**src/rtl/int_ctrl_pkg.sv**
```systemverilog
// Shared types and helpers for the interrupt controller.
//   int_state_t  : arbitration/service state of the controller
//   ID_W         : default width of interrupt ID buses
//   prio_encode  : index of the lowest set bit of a 32-bit request vector
package int_ctrl_pkg;

   typedef enum logic [1:0] {
      IDLE    = 2'd0,
      PEND    = 2'd1,
      SERVICE = 2'd2
   } int_state_t;

   localparam int ID_W = 5;

   // Lowest index wins; returns 0 when no bit is set (callers gate on |req).
   function automatic logic [4:0] prio_encode(input logic [31:0] req);
      logic [4:0] idx;
      idx = 5'd0;
      for (int i = 31; i >= 0; i--) begin
         if (req[i]) begin
            idx = 5'(i);
         end else begin
            idx = idx;
         end
      end
      return idx;
   endfunction

endpackage

```
**src/rtl/irq_sync_edge.sv**
```systemverilog
// Per-source input conditioning: two-flop synchroniser followed by a
// rising-edge detector.
//   clk_i  : system clock
//   rst_ni : asynchronous active-low reset
//   irq_i  : raw asynchronous request
//   edge_o : one-cycle pulse, high during the cycle after sync2 first sees 1
module irq_sync_edge (
   input  logic clk_i,
   input  logic rst_ni,
   input  logic irq_i,
   output logic edge_o
);

   logic sync1_q;
   logic sync2_q;
   logic sync2_dly_q;

   // Synchroniser chain plus one delay stage for edge detection.
   always_ff @(posedge clk_i or negedge rst_ni) begin
      if (!rst_ni) begin
         sync1_q     <= 1'b0;
         sync2_q     <= 1'b0;
         sync2_dly_q <= 1'b0;
      end else begin
         sync1_q     <= irq_i;
         sync2_q     <= sync1_q;
         sync2_dly_q <= sync2_q;
      end
   end

   assign edge_o = sync2_q & ~sync2_dly_q;

endmodule

```
**src/rtl/interrupt_controller.sv**
```systemverilog
// Interrupt controller: latches edge-triggered requests into a pending
// register, arbitrates lowest-index-first among enabled sources and presents
// one request at a time to the Control_Unit (no nesting).
//   clk, rst (async active-low)
//   irq_in                      raw requests, rising-edge triggered
//   mask_we / mask_wdata        enable mask write
//   ack_start / ack_start_id    ISR entry for the presented ID
//   ack_end / ack_end_id        ISR exit for the serviced ID
//   int_flags_sw_clr            clear pending bit of current_int_id
//   int_flag, current_int_id    presentation to the Control_Unit
//   pending, mask               status readback
module interrupt_controller #(
   parameter int                 NUM_SRC    = 8,
   parameter int                 ID_W       = 5,
   parameter logic [NUM_SRC-1:0] RESET_MASK = '1
) (
   input  logic               clk,
   input  logic               rst,
   input  logic [NUM_SRC-1:0] irq_in,
   input  logic               mask_we,
   input  logic [NUM_SRC-1:0] mask_wdata,
   input  logic               ack_start,
   input  logic [ID_W-1:0]    ack_start_id,
   input  logic               ack_end,
   input  logic [ID_W-1:0]    ack_end_id,
   input  logic               int_flags_sw_clr,
   output logic               int_flag,
   output logic [ID_W-1:0]    current_int_id,
   output logic [NUM_SRC-1:0] pending,
   output logic [NUM_SRC-1:0] mask
);

   import int_ctrl_pkg::*;

   logic [NUM_SRC-1:0] edge_s;
   logic [NUM_SRC-1:0] pending_q;
   logic [NUM_SRC-1:0] pending_d;
   logic [NUM_SRC-1:0] mask_q;
   logic [NUM_SRC-1:0] pend_masked_s;
   logic [NUM_SRC-1:0] cur_onehot_s;
   logic [NUM_SRC-1:0] clr_s;
   logic [31:0]        req_s;
   logic [ID_W-1:0]    sel_id_s;
   logic [ID_W-1:0]    cur_id_q;
   logic               int_flag_q;
   logic               start_hit_s;
   logic               end_hit_s;
   int_state_t         state_q;

   for (genvar g = 0; g < NUM_SRC; g++) begin : g_sync
      irq_sync_edge u_sync (
         .clk_i  (clk),
         .rst_ni (rst),
         .irq_i  (irq_in[g]),
         .edge_o (edge_s[g])
      );
   end

   // Arbitration, handshake matching and pending next-state.
   always_comb begin
      pend_masked_s = pending_q & mask_q;
      req_s = 32'd0;
      req_s[NUM_SRC-1:0] = pend_masked_s;
      sel_id_s = ID_W'(prio_encode(req_s));
      // ack_start only counts when the FSM will actually take it (something
      // still enabled and pending), so pending is never cleared without SERVICE.
      start_hit_s = (state_q == PEND) && (pend_masked_s != '0) &&
                    ack_start && (ack_start_id == cur_id_q);
      end_hit_s   = (state_q == SERVICE) && ack_end && (ack_end_id == cur_id_q);
      // IDs >= NUM_SRC decode to no bit, making sw_clr a no-op for them.
      for (int i = 0; i < NUM_SRC; i++) begin
         cur_onehot_s[i] = (cur_id_q == ID_W'(i));
      end
      clr_s = (start_hit_s ? cur_onehot_s : '0) |
              (int_flags_sw_clr ? cur_onehot_s : '0);
      // Set wins over clear so a coincident new edge is never lost.
      pending_d = (pending_q & ~clr_s) | edge_s;
   end

   // Pending and enable-mask registers.
   always_ff @(posedge clk or negedge rst) begin
      if (!rst) begin
         pending_q <= '0;
         mask_q    <= RESET_MASK;
      end else begin
         pending_q <= pending_d;
         if (mask_we) begin
            mask_q <= mask_wdata;
         end
      end
   end

   // Presentation/service FSM with registered flag and ID.
   always_ff @(posedge clk or negedge rst) begin
      if (!rst) begin
         state_q    <= IDLE;
         int_flag_q <= 1'b0;
         cur_id_q   <= '0;
      end else begin
         case (state_q)
            IDLE: begin
               if (pend_masked_s != '0) begin
                  state_q    <= PEND;
                  cur_id_q   <= sel_id_s;
                  int_flag_q <= 1'b1;
               end
            end
            PEND: begin
               if (pend_masked_s == '0) begin
                  state_q    <= IDLE;
                  int_flag_q <= 1'b0;
               end else if (start_hit_s) begin
                  state_q    <= SERVICE;
                  int_flag_q <= 1'b0;
               end else begin
                  // Re-arbitrate every cycle so higher priority preempts.
                  cur_id_q <= sel_id_s;
               end
            end
            SERVICE: begin
               if (end_hit_s) begin
                  state_q <= IDLE;
               end
            end
            default: begin
               state_q    <= IDLE;
               int_flag_q <= 1'b0;
            end
         endcase
      end
   end

   assign int_flag       = int_flag_q;
   assign current_int_id = cur_id_q;
   assign pending        = pending_q;
   assign mask           = mask_q;

endmodule

```
**config.mk**
```make
export PLATFORM = sky130hd
export DESIGN_NAME = interrupt_controller
export DESIGN_NICKNAME = d
export VERILOG_FILES = /design/src/rtl/int_ctrl_pkg.sv /design/src/rtl/irq_sync_edge.sv /design/src/rtl/interrupt_controller.sv
export SDC_FILE = /design/constraint.sdc
export NUM_CORES = 1
export LEC_CHECK = 0
export ABC_CLOCK_PERIOD_IN_PS = 4780
export CELL_PAD_IN_SITES_DETAIL_PLACEMENT = 2
export CELL_PAD_IN_SITES_GLOBAL_PLACEMENT = 2
export CORE_ASPECT_RATIO = 0.8
export CORE_UTILIZATION = 32
export CTS_BUF_LIST = sky130_fd_sc_hd__clkbuf_8 sky130_fd_sc_hd__clkbuf_16
export DETAILED_ROUTE_END_ITERATION = 8
export PLACE_DENSITY = 0.94
export SYNTH_ARGS = -nofsm -noshare
export SYNTH_HDL_FRONTEND = slang
export SYNTH_SLANG_ARGS = --single-unit
```
**constraint.sdc**
```tcl
create_clock -name clk -period 4.78 [get_ports clk]
set_input_delay 0.956 -clock clk [delete_from_list [all_inputs] [get_ports clk]]
set_output_delay 0.956 -clock clk [all_outputs]
set_load 0.005 [all_outputs]
```
==> results of run 1 <==
[area by class of cell]
class | count | area, µm² | share of cell area, %
inverters | 6 | 22.5 | 0.905
clock inverters | 3 | 41.3 | 1.66
clock buffers | 5 | 68.8 | 2.77
flip-flops and latches | 46 | 1160 | 46.7
multi-input cells | 84 | 591 | 23.7
well taps | 78 | 97.6 | 3.92
repair buffers | 51 | 505 | 20.3
[per-stage QoR]
step           area (µm²)  util, %  hold WS, ns
6_report             2490     45.8        0.353
5_1_grt              2490     45.8        0.364
2_1_floorplan        1800        -        0.331
4_1_cts              2490     45.8        0.357
3_3_place_gp         2380     43.7        0.332
3_5_place_dp         2380     43.7        0.336
[report_power, final]
| part | switching [mW] | leakage, nW | total (mW) | internal [mW] |
|---|---|---|---|---|
| sequential | 0.0789 | 0.512 | 0.527 | 0.448 |
| clock | 0.124 | 0.0556 | 0.278 | 0.154 |
| combinational | 0.119 | 0.484 | 0.298 | 0.179 |
[synth_stat cells]
master / n
xnor2_1: 5
and3_4: 1
mux2_4: 1
nor2b_4: 1
and4_4: 1
or2b_1: 1
nand3_1: 3
nor3_1: 1
mux2i_1: 1
o22a_2: 1
buf_4: 2
nor2_1: 7
a21oi_1: 4
buf_2: 1
a22oi_1: 5
conb_1: 1
or3_1: 1
a21o_1: 5
nand4_1: 1
dfrtp_1: 38
dfstp_2: 8
o2bb2a_4: 1
nor2b_1: 3
a41oi_2: 1
mux2_2: 8
inv_1: 6
nor4b_1: 1
or2_2: 1
a32o_1: 2
xor2_1: 1
o21ai_0: 7
a22o_1: 1
nand2_1: 14
a32oi_1: 1
nand2b_1: 2
clkbuf_1: 2
[registers in the layout, indices dropped and copies added, names as in the netlist]
register / count
mask: 8
pending: 8
current_int_id: 3
g_sync.u_sync.sync1_q: 8
state_q: 2
g_sync.u_sync.sync2_dly_q: 8
g_sync.u_sync.sync2_q: 8
int_flag: 1
[logic make-up after synthesis]
family	share of synthesized area, %
other	0.209
flip-flops	64.6
XOR/XNOR	2.92
AO/OA/AOI/OAI	11.9
multiplexers	6.40
AND/OR/NAND/NOR	11.2
buffers and inverters	2.78
[placed cells by master (no fill, tap or decap), drive strengths merged, types with 2 or more instances in the layout]
master | netlist | final
inv | 6 | 7
a32o | 2 | 2
a21oi | 4 | 4
o21ai | 7 | 7
nor2b | 4 | 4
xnor2 | 5 | 5
mux2 | 9 | 9
dfstp | 8 | 8
nand3 | 3 | 3
conb | 1 | 2
clkdlybuf4s50 | 0 | 50
nor2 | 7 | 7
nand2 | 14 | 14
dfrtp | 38 | 38
clkbuf | 2 | 5
nand2b | 2 | 2
a22oi | 5 | 5
a21o | 5 | 5
[metal layers]
layer,wire [µm],vias up,global-route usage (%)
met5,0,-,0
met4,33,0,4.44
met3,188,5,4.19
met2,2230,37,27.1
met1,1940,648,21.1
li1,-,587,-
[path summary, 6_finish.rpt]
| check | from | end | slack (ns) | depth (start not counted) |
|---|---|---|---|---|
| setup / recovery | current_int_id[2] | current_int_id[2] | 2.40 | 1 |
| hold / removal | g_sync[5].u_sync.sync1_q | g_sync[5].u_sync.sync2_q | 0.35 | 0 |
| setup reg to reg | mask[1] | pending[2] | 2.95 | 5 |
| hold reg to reg | g_sync[5].u_sync.sync1_q | g_sync[5].u_sync.sync2_q | 0.35 | 0 |
| max in group asynchronous | rst | pending[3] | 3.32 | 1 |
| min in group asynchronous | rst | g_sync[1].u_sync.sync1_q | 0.83 | 1 |
==> impl_metrics.csv, run 1 <==
group,metric,value,unit
outcome,status,"complete, no violations",
layout,num_antenna_cells,0,
placed_design,place_ws,2.25,ns
critical_path,path_max_fanout,8,
layout,fillers,565,
synth,synth_seq_cells,46,
global_route,antenna_found_initial,0,
drt,drc,0,
drt,drt_wl_total,4.39,mm
layout,finalNonFillerCells,273,
synth,synth_cells,140,
layout,area_growth,38.3,%
critical_path,arrival,1.42,ns
clock_network,cts_resized,0,
power,total_power,1.10,mW
floorplanning,row_count,24,
sta,setup_viol,0,
clock_network,clk_pin_slew_worst_paths,0.08,ns
floorplanning,coreArea,5440,µm²
floorplanning,fp.dieH,69.0,µm
drt,num_vias,1277,
global_route,grt_pass1_wl,7.24,mm
critical_path,critical_path_required,3.82,ns
sta,fin_tns_setup,0,ns
global_route,overflow,0,
sta,min_period,2.38,ns
clock_network,htree_num_levels,2,
critical_path,worstSetupPathType,"flop to output port",
layout,final_nets,226,
clock_network,clock_latency,0.29,ns
clock_network,cts_buffers,5,
floorplanning,start_util,33.1,%
sta,tightest_slew,1.02,ns
sta,worst_clock_skew,0.00225,ns
clock_network,cts_hold_buf,0,
drt,drtIter0Drc,48,
placed_design,place_inst,265,
sta,fin_crit_sh,49.7,%
clock_network,cts_tree,"done",
drt,antenna_left,0,
flow_run,drv_cap,0,
synth,synth_cell_types,36,
sta,worst_slack,2.40,ns
sta,max_freq,0.421,GHz
synth,synth_top_cell_area_share,52.9,%
clock_network,cts-root-buf,"clkbuf_8",
power,leakage,1.05,nW
clock_network,clock_sinks,46,
critical_path,worstPathCellList,"clkdlybuf4s50_1",
synth,synth_top_area_cell,"dfrtp_1",
power,powerDensity,443,nW/µm²
critical_path,critPathTopFamily,"buffers and inverters",
drt,vias_per_cell,4.68,
critical_path,cpMaxStageDelayCell,"clkdlybuf4s50_1",
placed_design,gp_congestion,0.754,
floorplanning,io_pins,54,
floorplanning,die_area,5920,µm²
worst_hold_path,hold_path_class,"flop to flop",
drt,firstDrtPassIters,4,
synth,yosys-top-cells-area,"dfrtp_1, dfstp_2, mux2_2",
synth,syn_area_per_cell,12.8,µm²
global_route,grtUsageTotal,16.3,%
critical_path,cp_num_buf_inv,1,
placed_design,placement.io_buffers,51,
drt,wire_per_inst,16.1,µm
clock_network,cts_buffer_depth,2,
critical_path,cp-start-kind,"flop",
sta,hold_violations,0,
sta,relSlewSlack,32.3,%
layout,final_layout_size_suffix_gt1_share,16.4,%
synth,yosysWarnings,0,
global_route,grt_pass1_vias,1421,
critical_path,slowest_delay,0.58,ns
synth,syn_area,1800,µm²
sta,rsz0062_at_grt,"no",
clock_network,post_cts_buffers,0,
floorplanning,die_x,85.8,µm
sta,finalMaxSlewViolations,0,
global_route,grt_max_degree,47,
synth,yosysSeqAreaShare,64.6,%
critical_path,critical_path.endpoint_type,"output port",
power,ir_drop,0.000216,V
placed_design,dp_hpwl,3.35,mm
Note: power is estimated with default switching activity, not from simulation.
==> inputs of run 2 (changes only) <==
ABC_CLOCK_PERIOD_IN_PS = 2000   (was 4780)
CORE_UTILIZATION = 27   (was 32)
PLACE_DENSITY = 0.86   (was 0.94)
clock period = 2 ns   (was 4.78 ns; I/O delays follow)
==> impl_metrics.csv, run 2 (synthesized netlist as in run 1, its figures left out) <==
group,metric,value,unit
sta,fin_crit_sh,91.8,%
global_route,antenna_found_initial,0,
clock_network,cts_tree,"done",
worst_hold_path,hold_path_class,"input port to async pin",
clock_network,htree_num_levels,2,
global_route,grt_pass1_vias,1344,
critical_path,arrival,1.44,ns
layout,fillers,647,
critical_path,critPathTopFamily,"flip-flops",
power,seqPwrFrac,46.3,%
floorplanning,coreArea,6410,µm²
placed_design,placement.io_buffers,51,
layout,seq_area,1160,µm²
layout,final_layout_size_suffix_gt1_share,18.1,%
placed_design,dp_hpwl,3.49,mm
sta,tightest_slew,0.511,ns
placed_design,placed_cell_area,2430,µm²
layout,num_antenna_cells,0,
critical_path,r2r_start,"mask[1]",
drt,drc,0,
power,leakage,1.07,nW
placed_design,place_inst,275,
power,pwr-share-comb,28.5,%
sta,max_freq,0.545,GHz
critical_path,cp-start-kind,"flop",
layout,final_nets,230,
floorplanning,die_x,93.2,µm
clock_network,cts-root-buf,"clkbuf_8",
sta,setup_viol,0,
sta,relSlewSlack,65.9,%
flow_run,drv_cap,0,
sta,rsz0062_at_grt,"no",
clock_network,cts_hold_buf,0,
power,power.switching,790,µW
layout,final_area,2540,µm²
critical_path,startpoint,"current_int_id[0]",
layout,finalNonFillerCells,283,
clock_network,clock_sinks,46,
sta,worst_slack,0.165,ns
clock_network,clock_latency,0.30,ns
sta,fin_tns_setup,0,ns
layout,multi_input_area,591,µm²
power,p_int,1.89,mW
critical_path,path_max_fanout,8,
power,pwr-share-clk,25.2,%
critical_path,cp_num_buf_inv,1,
clock_network,cts_resized,0,
drt,drtIter0Drc,63,
global_route,grt_pass1_wl,7.09,mm
clock_network,post_cts_buffers,0,
floorplanning,row_count,26,
critical_path,setup.reg_to_reg.worst_slack,0.19,ns
placed_design,place_ws,0.0530,ns
floorplanning,die_area,6990,µm²
global_route,grt_max_degree,25,
critical_path,worstPathCellList,"clkdlybuf4s50_1",
drt,drt_wl_total,4.46,mm
sta,min_period,1.84,ns
sta,worst_clock_skew,0.00762,ns
power,powerDensity,1060,nW/µm²
floorplanning,io_pins,54,
clock_network,clk_pin_slew_worst_paths,0.09,ns
sta,finalMaxSlewViolations,0,
critical_path,critical_path.endpoint_type,"output port",
drt,wire_per_inst,15.8,µm
critical_path,worstSetupPathType,"flop to output port",
critical_path,slowest_delay,0.57,ns
global_route,grtUsageTotal,13.9,%
floorplanning,fp.dieH,75.0,µm
floorplanning,start_util,28.1,%
power,total_power,2.68,mW
drt,firstDrtPassIters,4,
layout,area_growth,41.1,%
layout,mostFrequentLayoutCell,"clkdlybuf4s50_1",
drt,vias_per_cell,4.56,
drt,num_vias,1291,
sta,hold_violations,0,
critical_path,critical_path_required,1.60,ns
power,ir_drop,0.000446,V
clock_network,cts_buffer_depth,2,
placed_design,gp_congestion,0.760,
critical_path,cpMaxStageDelayCell,"dfrtp_1",
outcome,status,"complete, no violations",
power,swShare,29.4,%
layout,layout_common_cells,"clkdlybuf4s50_1, dfrtp_1, nand2_1, mux2_2, dfstp_2",
drt,antenna_left,0,
global_route,overflow,0,
clock_network,cts_buffers,5,
[run 2: changes by cell type in the layout (fill, tap and decap cells not counted), sizes merged]
cell	before	now
buf	1	5
[run 2: cell type report]
class	instances	area share, %
Timing Repair Buffer	55	21.6
Multi-Input combinational cell	84	23.3
Tap cell	84	4.14
Clock inverter	3	1.63
Sequential cell	46	45.8
Inverter	6	0.888
Clock buffer	5	2.71
[run 2: layer usage]
layer / part of all wire, % / track usage, % / vias up
met5: 0 / 0 / -
li1: - / - / 597
met1: 45 / 17.8 / 657
met3: 4.5 / 3.64 / 0
met4: 0 / 3.59 / 0
met2: 50 / 23.9 / 37
[run 2: path summary, 6_finish.rpt]
| path | endpoint | cells past startpoint |
|---|---|---|
| setup / recovery | current_int_id[0] | 1 |
| hold / removal | g_sync[0].u_sync.sync1_q | 1 |
| setup reg to reg | pending[2] | 6 |
| hold reg to reg | g_sync[0].u_sync.sync2_q | 0 |
| max in group asynchronous | mask[5] | 2 |
| min in group clk | g_sync[0].u_sync.sync2_q | 0 |
[run 2: metrics by stage]
| step | hold slack, ns | utilization [%] |
|---|---|---|
| 6_report | 0.0697 | 39.6 |
| 3_3_place_gp | 0.332 | 37.9 |
| 2_1_floorplan | 0.104 | - |
| 5_1_grt | 0.0950 | 39.6 |
| 3_5_place_dp | 0.338 | 37.9 |
| 4_1_cts | 0.0739 | 39.6 |
[run 2: power groups by stage]
| stage | registers [mW] | logic [mW] | clock network, mW |
|---|---|---|---|
| detailed placement | 1.26 | 0.767 | 0 |
| finish | 1.24 | 0.764 | 0.677 |
| CTS | 1.25 | 0.783 | 0.706 |
| global route | 1.27 | 0.838 | 0.738 |
| global placement | 1.25 | 0.735 | 0 |
| floorplan | 1.20 | 0.381 | 0 |
==> inputs of run 3 (changes only) <==
CAP_MARGIN = 20   (was default)
CORE_ASPECT_RATIO = 1.4   (was 0.8)
TNS_END_PERCENT = 50   (was default)
==> impl_metrics.csv, run 3 (synthesized netlist as in run 1, its figures left out) <==
group,metric,value,unit
drt,drc,3,
clock_network,cts_hold_buf,0,
floorplanning,die_area,6990,µm²
layout,layout_common_cells,"clkdlybuf4s50_1, dfrtp_1, nand2_1, mux2_2, dfstp_2",
placed_design,gp_congestion,0.815,
placed_design,place_inst,263,
critical_path,slowest_delay,0.57,ns
drt,wire_per_inst,15.2,µm
layout,final_layout_size_suffix_gt1_share,18.2,%
clock_network,clock_sinks,46,
clock_network,cts_resized,0,
worst_hold_path,hold_path_class,"input port to async pin",
drt,topRoutingLayerUsed,"met4",
critical_path,critical_path_required,2.19,ns
sta,worst_slack,0.193,ns
placed_design,place_ws,0.0253,ns
drt,wl_met2,2.26,mm
clock_network,cts_buffer_depth,2,
layout,final_area,2520,µm²
critical_path,cp-start-kind,"flop",
power,ir_drop,0.000468,V
sta,setup_viol,0,
sta,worst_clock_skew,0.00564,ns
layout,fillers,658,
placed_design,placed_cell_area,2410,µm²
drt,drt_wl_total,4.11,mm
layout,seq_area,1160,µm²
sta,finalMaxSlewViolations,0,
critical_path,path_max_fanout,5,
global_route,grtUsageTotal,13.2,%
placed_design,dp_hpwl,3.06,mm
sta,fin_tns_setup,0,ns
critical_path,worstPathCellList,"a22oi_1 > a41oi_2 > nand2_1 > o21ai_0 > buf_4 > a21oi_1",
power,powerDensity,1060,nW/µm²
drt,met1_length,1.59,mm
critical_path,cpMaxStageDelayCell,"dfstp_2",
global_route,grt_max_degree,47,
clock_network,clock_latency,0.30,ns
drt,firstDrtPassIters,6,
drt,met3_length,191,µm
outcome,violations,"DRC",
clock_network,htree_num_levels,2,
clock_network,cts_tree,"done",
critical_path,critical_path.endpoint_type,"flop",
sta,whs,0.0707,ns
layout,num_antenna_cells,0,
critical_path,worstSetupPathType,"flop to flop",
global_route,antenna_found_initial,0,
placed_design,placement.io_buffers,51,
clock_network,clk_pin_slew_worst_paths,0.08,ns
floorplanning,fp.dieH,98.6,µm
power,total_power,2.69,mW
floorplanning,die_x,71.0,µm
clock_network,cts_buffers,5,
clock_network,post_cts_buffers,0,
power,leakage,1.08,nW
drt,num_vias,1295,
drt,antenna_left,0,
layout,multi_input_area,591,µm²
floorplanning,row_count,34,
sta,min_period,1.81,ns
global_route,grt_pass1_vias,1410,
layout,final_nets,230,
critical_path,arrival,2.00,ns
floorplanning,io_pins,54,
global_route,overflow,0,
drt,vias_per_cell,4.80,
flow_run,drv_cap,0,
layout,final_util,39.8,%
layout,finalNonFillerCells,270,
sta,max_freq,0.553,GHz
drt,drtIter0Drc,67,
floorplanning,start_util,28.4,%
layout,area_growth,40.4,%
global_route,grt_pass1_wl,7.07,mm
sta,hold_violations,0,
sta,rsz0062_at_grt,"no",
floorplanning,coreArea,6340,µm²
clock_network,cts-root-buf,"clkbuf_8",
sta,fin_crit_sh,90.3,%
outcome,status,"finished, violations left",
layout,mostFrequentLayoutCell,"clkdlybuf4s50_1",
run 3: cell types whose count changed in the layout (fill, tap and decap cells not counted), sizes merged:
| cell | previous run | this run |
|---|---|---|
| clkinvlp | 1 | 0 |
| inv | 7 | 6 |
| clkbuf | 5 | 6 |
run 3: worst max-delay path: cells and delay by family (launching register included):
| family | cells | cell delay (ns) |
|---|---|---|
| buffers and inverters | 1 | 0.17 |
| AND/OR/NAND/NOR | 1 | 0.16 |
| flip-flops | 1 | 0.57 |
| AO/OA/AOI/OAI | 4 | 0.80 |
run 3: per-layer routing:
metal,up-vias,GRT usage (%)
li1,593,-
met1,659,15.3
met2,38,23.5
met3,5,3.27
met4,0,4.62
met5,-,0
run 3: power breakdown:
group / internal (mW) / total [mW] / switching [mW] / leakage, nW
Sequential: 1.07 / 1.23 / 0.155 / 0.512
Clock: 0.400 / 0.693 / 0.293 / 0.0573
Combinational: 0.460 / 0.766 / 0.306 / 0.509
Total: 1.93 / 2.69 / 0.754 / 1.08
run 3: final cells by class:
cell class,count,share of cell area (%)
Inverter,6,0.892
Clock inverter,1,1.19
Timing Repair Buffer,55,21.7
Clock buffer,6,3.27
Tap cell,72,3.57
Multi-Input combinational cell,84,23.4
Sequential cell,46,46.0
run 3: path summary, 6_finish.rpt:
check                                    startpoint                  endpoint  slack [ns]  depth (start not counted)
min                                             rst  g_sync[0].u_sync.sync1_q        0.07                          2
max                                         mask[1]                pending[6]        0.19                          6
max reg2reg                                 mask[1]                pending[6]        0.19                          6
max in group asynchronous                       rst                   mask[1]        1.66                          2
min reg2reg                g_sync[6].u_sync.sync1_q  g_sync[6].u_sync.sync2_q        0.35                          0
min in group clk           g_sync[6].u_sync.sync1_q  g_sync[6].u_sync.sync2_q        0.35                          0
